`src/rtl/lotr_pkg.sv`:
```
// Shared LOTR ring types: packet struct, opcodes, broadcast ID and target-ID legality check.
// No logic of its own. Latency and backpressure do not apply.
// Imported by the ring loopback stage, its channel sub-module and the channel interface.
package lotr_pkg;

   typedef enum logic [3:0] {
      OP_NOP    = 4'h0,
      OP_RD     = 4'h1,
      OP_WR     = 4'h2,
      OP_RD_RSP = 4'h3,
      OP_WR_RSP = 4'h4
   } t_opcode;

   typedef struct packed {
      logic        valid;
      logic [9:0]  requestor;
      t_opcode     opcode;
      logic [31:0] address;     // [31:24] = target ID
      logic [31:0] data;
   } t_ring_pkt;

   localparam logic [7:0] RING_BCAST_ID = 8'hFF;

   // A target ID is legal when it names a ring tile (1..num_tile) or is broadcast.
   // ID 0 is never a tile.
   function automatic logic ring_id_legal(input logic [7:0]  id,
                                          input int unsigned num_tile,
                                          input logic [7:0]  bcast_id = RING_BCAST_ID);
      int unsigned id_u;
      id_u = {24'd0, id};
      return ((id_u != 0) && (id_u <= num_tile)) || (id == bcast_id);
   endfunction

endpackage

```
`src/rtl/ring_loopback_stage_if.sv`:
```
// One ring channel (Req or Rsp) as a bundle of the five packet fields.
// No latency of its own. There is no backpressure: a valid beat is taken every cycle.
// The master drives the packet and the slave receives it.
interface ring_loopback_stage_if;
   import lotr_pkg::*;

   t_ring_pkt pkt;

   modport master (output pkt);
   modport slave  (input  pkt);
endinterface

```
`src/rtl/ring_gc_channel.sv`:
```
// One ring channel: target-ID legality check, output register and saturating drop counter.
// Latency is 1 cycle, input to registered output. There is no backpressure: a beat is taken every cycle.
// Ports: in_pkt/out_pkt carry the packet. drop is a combinational drop pulse. drop_clr clears the counter.
module ring_gc_channel
   import lotr_pkg::*;
#(
   parameter int unsigned NUM_TILE = 4,
   parameter logic [7:0]  BCAST_ID = RING_BCAST_ID,
   parameter int unsigned CNT_W    = 16
) (
   input  logic             QClk,
   input  logic             RstQnnnL,
   input  t_ring_pkt        in_pkt,
   input  logic             drop_clr,
   output t_ring_pkt        out_pkt,
   output logic [CNT_W-1:0] drop_cnt,
   output logic             drop
);

   logic legal;

   assign legal = ring_id_legal(in_pkt.address[31:24], NUM_TILE, BCAST_ID);
   // Invalid beats carry garbage addresses, so they never count as drops.
   assign drop  = in_pkt.valid && !legal;

   // A killed packet still loads the payload so its fields are visible for debug.
   // Only valid is forced low.
   always_ff @(posedge QClk or negedge RstQnnnL) begin
      if (!RstQnnnL) begin
         out_pkt <= '0;
      end else begin
         out_pkt.valid <= in_pkt.valid && legal;
         if (in_pkt.valid) begin
            out_pkt.requestor <= in_pkt.requestor;
            out_pkt.opcode    <= in_pkt.opcode;
            out_pkt.address   <= in_pkt.address;
            out_pkt.data      <= in_pkt.data;
         end
      end
   end

   // A clear that coincides with a drop leaves the count at 1.
   // The count saturates and never wraps.
   always_ff @(posedge QClk or negedge RstQnnnL) begin
      if (!RstQnnnL) begin
         drop_cnt <= '0;
      end else if (drop_clr) begin
         drop_cnt <= drop ? CNT_W'(1) : '0;
      end else if (drop && (drop_cnt != {CNT_W{1'b1}})) begin
         drop_cnt <= drop_cnt + CNT_W'(1);
      end
   end

endmodule

```
`src/rtl/ring_loopback_stage.sv`:
```
// Closing stage of the LOTR ring. It registers Req/Rsp from the last tile into tile 1 and kills packets with illegal target IDs.
// Latency is 1 cycle per channel. There is no backpressure: each channel takes one packet every cycle.
// Ports: QClk/RstQnnnL, the channel bundles, DropClr, per-channel drop counts and the first-drop capture.
module ring_loopback_stage
   import lotr_pkg::*;
#(
   parameter int unsigned NUM_TILE = 4,
   parameter logic [7:0]  BCAST_ID = RING_BCAST_ID,
   parameter int unsigned CNT_W    = 16
) (
   input  logic                  QClk,
   input  logic                  RstQnnnL,
   ring_loopback_stage_if.slave  ReqInQ502H,
   ring_loopback_stage_if.slave  RspInQ502H,
   ring_loopback_stage_if.master ReqOutQ500H,
   ring_loopback_stage_if.master RspOutQ500H,
   input  logic                  DropClr,
   output logic [CNT_W-1:0]      ReqDropCnt,
   output logic [CNT_W-1:0]      RspDropCnt,
   output logic                  DropCapValid,
   output logic                  DropCapIsRsp,
   output logic [9:0]            DropCapRequestor,
   output logic [31:0]           DropCapAddress
);

   t_ring_pkt req_out_q;
   t_ring_pkt rsp_out_q;
   logic      req_drop;
   logic      rsp_drop;
   logic      cap_free;

   ring_gc_channel #(.NUM_TILE(NUM_TILE), .BCAST_ID(BCAST_ID), .CNT_W(CNT_W)) u_req (
      .QClk     (QClk),
      .RstQnnnL (RstQnnnL),
      .in_pkt   (ReqInQ502H.pkt),
      .drop_clr (DropClr),
      .out_pkt  (req_out_q),
      .drop_cnt (ReqDropCnt),
      .drop     (req_drop)
   );

   ring_gc_channel #(.NUM_TILE(NUM_TILE), .BCAST_ID(BCAST_ID), .CNT_W(CNT_W)) u_rsp (
      .QClk     (QClk),
      .RstQnnnL (RstQnnnL),
      .in_pkt   (RspInQ502H.pkt),
      .drop_clr (DropClr),
      .out_pkt  (rsp_out_q),
      .drop_cnt (RspDropCnt),
      .drop     (rsp_drop)
   );

   assign ReqOutQ500H.pkt = req_out_q;
   assign RspOutQ500H.pkt = rsp_out_q;

   // A clear in the same cycle frees the capture, so a coincident drop is captured at once.
   assign cap_free = !DropCapValid || DropClr;

   // The capture holds the first drop. Req wins when both channels drop together.
   // A clear with no drop only lowers DropCapValid. The stale fields are left in place.
   always_ff @(posedge QClk or negedge RstQnnnL) begin
      if (!RstQnnnL) begin
         DropCapValid     <= 1'b0;
         DropCapIsRsp     <= 1'b0;
         DropCapRequestor <= '0;
         DropCapAddress   <= '0;
      end else if (cap_free && req_drop) begin
         DropCapValid     <= 1'b1;
         DropCapIsRsp     <= 1'b0;
         DropCapRequestor <= ReqInQ502H.pkt.requestor;
         DropCapAddress   <= ReqInQ502H.pkt.address;
      end else if (cap_free && rsp_drop) begin
         DropCapValid     <= 1'b1;
         DropCapIsRsp     <= 1'b1;
         DropCapRequestor <= RspInQ502H.pkt.requestor;
         DropCapAddress   <= RspInQ502H.pkt.address;
      end else if (DropClr) begin
         DropCapValid     <= 1'b0;
      end
   end

endmodule
```
`src/flat_wrapper.sv`:
```
// flat-port wrapper written by rule: the top's interface ports become plain ports
module ring_loopback_stage_flat import lotr_pkg::*;
#(
   parameter int unsigned NUM_TILE = 4,
   parameter logic [7:0]  BCAST_ID = RING_BCAST_ID,
   parameter int unsigned CNT_W    = 16
)
  (QClk, RstQnnnL, DropClr, ReqDropCnt, RspDropCnt, DropCapValid, DropCapIsRsp, DropCapRequestor, DropCapAddress, ReqInQ502H_pkt, RspInQ502H_pkt, ReqOutQ500H_pkt, RspOutQ500H_pkt);
  ring_loopback_stage_if ReqInQ502H_i ();
  ring_loopback_stage_if RspInQ502H_i ();
  ring_loopback_stage_if ReqOutQ500H_i ();
  ring_loopback_stage_if RspOutQ500H_i ();
  input  logic QClk;
  input  logic RstQnnnL;
  input  logic DropClr;
  output logic [CNT_W-1:0] ReqDropCnt;
  output logic [CNT_W-1:0] RspDropCnt;
  output logic DropCapValid;
  output logic DropCapIsRsp;
  output logic [9:0] DropCapRequestor;
  output logic [31:0] DropCapAddress;
  input wire logic [$bits(ReqInQ502H_i.pkt)-1:0] ReqInQ502H_pkt;
  input wire logic [$bits(RspInQ502H_i.pkt)-1:0] RspInQ502H_pkt;
  output wire logic [$bits(ReqOutQ500H_i.pkt)-1:0] ReqOutQ500H_pkt;
  output wire logic [$bits(RspOutQ500H_i.pkt)-1:0] RspOutQ500H_pkt;
  assign ReqInQ502H_i.pkt = ReqInQ502H_pkt;
  assign RspInQ502H_i.pkt = RspInQ502H_pkt;
  assign ReqOutQ500H_pkt = ReqOutQ500H_i.pkt;
  assign RspOutQ500H_pkt = RspOutQ500H_i.pkt;
  ring_loopback_stage #(.NUM_TILE(NUM_TILE), .BCAST_ID(BCAST_ID), .CNT_W(CNT_W)) u_core (.QClk(QClk), .RstQnnnL(RstQnnnL), .ReqInQ502H(ReqInQ502H_i), .RspInQ502H(RspInQ502H_i), .ReqOutQ500H(ReqOutQ500H_i), .RspOutQ500H(RspOutQ500H_i), .DropClr(DropClr), .ReqDropCnt(ReqDropCnt), .RspDropCnt(RspDropCnt), .DropCapValid(DropCapValid), .DropCapIsRsp(DropCapIsRsp), .DropCapRequestor(DropCapRequestor), .DropCapAddress(DropCapAddress));
endmodule
```
`config.mk`:
```
export PLATFORM = sky130hd
export DESIGN_NAME = ring_loopback_stage_flat
export DESIGN_NICKNAME = d
export VERILOG_FILES = /design/src/rtl/lotr_pkg.sv /design/src/rtl/ring_loopback_stage_if.sv /design/src/rtl/ring_gc_channel.sv /design/src/rtl/ring_loopback_stage.sv /design/src/flat_wrapper.sv
export SDC_FILE = /design/constraint.sdc
export NUM_CORES = 1
export LEC_CHECK = 0
export ABC_AREA = 1
export CAP_MARGIN = 0
export CORE_MARGIN = 3
export CORE_UTILIZATION = 48
export CTS_CLUSTER_SIZE = 30
export DETAILED_ROUTE_END_ITERATION = 6
export HOLD_SLACK_MARGIN = 0.05
export PLACE_DENSITY = 0.85
export SLEW_MARGIN = 20
export SYNTH_ARGS = -nofsm -noshare
export SYNTH_HDL_FRONTEND = slang
export SYNTH_SLANG_ARGS = --single-unit
export TNS_END_PERCENT = 1
```
`constraint.sdc`:
```
create_clock -name QClk -period 3.6 [get_ports QClk]
set_input_delay 0.72 -clock QClk [delete_from_list [all_inputs] [get_ports QClk]]
set_output_delay 0.72 -clock QClk [all_outputs]
set_load 0.01 [all_outputs]
```
==> results.yml <==
timing:
  setup_tns_ns: 0
  rsz0062_at_grt: "no"
  post-route-min-period_ns: 2.32
  drv_slew: 0
  worst_pin_slew_ns: 0.861
  fmax_mhz: 431
  setup_viol: 0
  slew_headroom: 0.425
  skew_ns: 0.00798
  hold_viol: 0
  layout_worst_path_cycle_share: 0.644
cells_and_area:
  seq_area_um2: 5860
  final_nets: 1720
  multi_input_area_um2: 3750
  final_common_cell: "nand2_1"
  finalInstanceArea_um2: 15300
  drive_above_1_share: 0.0718
  mostFrequentLayoutCells: "nand2_1 (440), clkdlybuf4s50_1 (392), dfrtp_1 (234)"
  syn2layout_area_growth_pct: 48.7
  fillCellCount: 1424
job:
  cap_violations: 0
routing:
  vias: 9479
  drcViolationCount: 0
  drtIter0Drc: 478
  wirelength_um: 33400
  postRouteAntennaNets: 0
  dr.pass1.iters: 5
  detail_route.wl_per_cell_um: 18.1
  vias_per_cell: 5.14
place:
  place.detailed.hpwl_um: 24500
  place_area_um2: 14400
  io_buffers: 394
  gp_congestion: 0.914
pwr:
  p_leak_nw: 7.30
  netSwitchingPower_mw: 1.88
  clock_power_share: 0.363
  vdd_drop_max_mv: 0.418
  powerDensity_nw_per_um2: 464
  switching_share: 0.266
  power_frac_seq: 0.431
  p_int_mw: 5.19
  combPwrFrac: 0.206
worst_setup_path:
  critPathArrivalTime_ns: 1.60
  cp-start-kind: "flip-flop"
  path_buf_inv: 1
  path_class: "reg2out"
  cp.depth: 1
  crit_slowest_cell: "clkdlybuf4s50_1"
  path_max_fanout: 7
  rr_worst_depth: 9
  crit_path_start: "u_core.u_rsp.drop_cnt[2]"
  worst_r2r_startpoint: "u_core.u_rsp.drop_cnt[0]"
  critPathCaptureType: "primary output"
  slowest_delay_ns: 0.61
  path_cells: "clkdlybuf4s50_1"
  required_ns: 2.88
  cpLargestDelayFamily: "buffers and inverters"
clocking:
  postCtsSetupBuffers: 0
  cts_sinks: 234
  clock_latency_ns: 0.52
  clkSlewWorstSetupHoldPaths_ns: 0.06
  cts_resized: 0
  cts_buffers: 26
  cts_tree: "done"
  max-clock-path-buffers: 3
  ctsHoldBuffers: 0
  cts-root-buf: "clkbuf_16"
  cts_max_level: 1
floorplanning:
  start_util: 0.498
  core_region_area_um2: 20600
  fp-row-count: 52
  die_w_um: 152
  die_h_um: 152
  num_io_pins: 395
  die-area_um2: 23200
global_routing:
  grt_antenna_before_repair: 1
  grt_pass1_wl_um: 53500
  grt.total_usage: 0.283
  grt_max_degree: 91
  grt_pass1_vias: 9952
  overflow: 0
status:
  status: "finished, final reports clean"
synth:
  syn_avg_cell_area_um2: 8.74
  syn_nets: 1338
  netlist_area_um2: 10300
  ys_types: 27
  yosysWarnings: 0
  syn_inst: 1175
  synth_seq_cells: 234
  synth_seq_area_share: 0.570
worst_hold_path:
  min_path_type: "in2async"
[cells by family after synthesis]
kind of cell	count (synthesis)	share of synthesized area
flops	234	0.570
fa+ha+maj	2	0.00244
simple gates	626	0.259
xor+xnor	23	0.0196
compound gates	91	0.0446
mux	36	0.0395
buf+inv	163	0.0648
[layout make-up]
type,instances,area share
repair buffers,408,0.267
well taps,270,0.0221
clock buffers,43,0.0541
clock inverters,2,0.000656
flip-flops and latches,234,0.383
diodes,1,0.000164
multi-input cells,778,0.246
inverters,109,0.0269
[final timing paths]
kind,to,slack [ns]
max in group asynchronous,u_core.u_rsp.drop_cnt[0],2.43
min in group QClk,u_core.u_rsp.out_pkt[64],0.47
setup reg to reg,u_core.u_rsp.drop_cnt[7],1.50
hold / removal,u_core.DropCapAddress[24],0.21
hold reg to reg,u_core.u_rsp.out_pkt[64],0.47
setup / recovery,RspDropCnt[2],1.28
[power by group through the flow]
stage	Sequential (mW)	Clock (mW)	Combinational [mW]
after detailed placement	3.08	0	1.47
after floorplan	3.19	0	0.402
after global placement	3.07	0	1.44
final	3.05	2.57	1.46
after CTS	3.05	2.61	1.48
after global routing	3.08	2.72	1.58
[per-stage QoR]
step,power [mW],setup WS (ns),hold WS (ns),instances,utilization
6_report,7.08,1.28,0.211,1845,0.740
5_1_grt,7.38,1.06,0.253,1845,0.740
4_1_cts,7.14,1.27,0.233,1844,0.740
3_5_place_dp,4.55,0.838,0.458,1799,0.700
3_3_place_gp,4.51,0.897,0.453,1799,0.700
2_1_floorplan,3.60,1.75,0.424,1175,-
[cell usage after synthesis]
library cell | number | area share
nand2_1 | 440 | 0.16
dfrtp_1 | 234 | 0.57
inv_1 | 105 | 0.038
nand3_1 | 74 | 0.036
nor2_1 | 68 | 0.025
a21oi_1 | 45 | 0.022
o21ai_0 | 45 | 0.022
mux2_2 | 36 | 0.039
clkbuf_1 | 25 | 0.0091
xor2_1 | 23 | 0.020
nand3b_1 | 17 | 0.012
buf_2 | 16 | 0.0078
nand4_1 | 8 | 0.0049
buf_1 | 6 | 0.0022
buf_4 | 5 | 0.0037
inv_2 | 4 | 0.0015
nand3_2 | 4 | 0.0039
nor2_2 | 4 | 0.0024
nor2_4 | 4 | 0.0044
buf_6 | 2 | 0.0022
ha_1 | 2 | 0.0024
nand2_2 | 2 | 0.0012
nor3_4 | 2 | 0.0032
a21boi_0 | 1 | 0.00073
nand4_4 | 1 | 0.0021
nor2_8 | 1 | 0.0019
nor3_1 | 1 | 0.00049
[state kept, by name, indices dropped and copies added (netlist names)]
| register | count |
|---|---|
| u_core.DropCapAddress | 32 |
| u_core.u_req.drop_cnt | 16 |
| u_core.DropCapIsRsp | 1 |
| u_core.DropCapRequestor | 10 |
| u_core.u_rsp.out_pkt | 79 |
| u_core.u_rsp.drop_cnt | 16 |
| u_core.DropCapValid | 1 |
| u_core.u_req.out_pkt | 79 |
[layer usage]
metal  GRT usage  part of all wire  routed length, um  vias up
met2       0.500              0.51              17100      423
li1            -                 -                  -     4434
met1       0.333              0.36              12100     4525
met3      0.0687             0.082               2730       97
met5           0                 0                  0        -
met4       0.114             0.045               1520        0
Power figures use the tool's default switching activity.
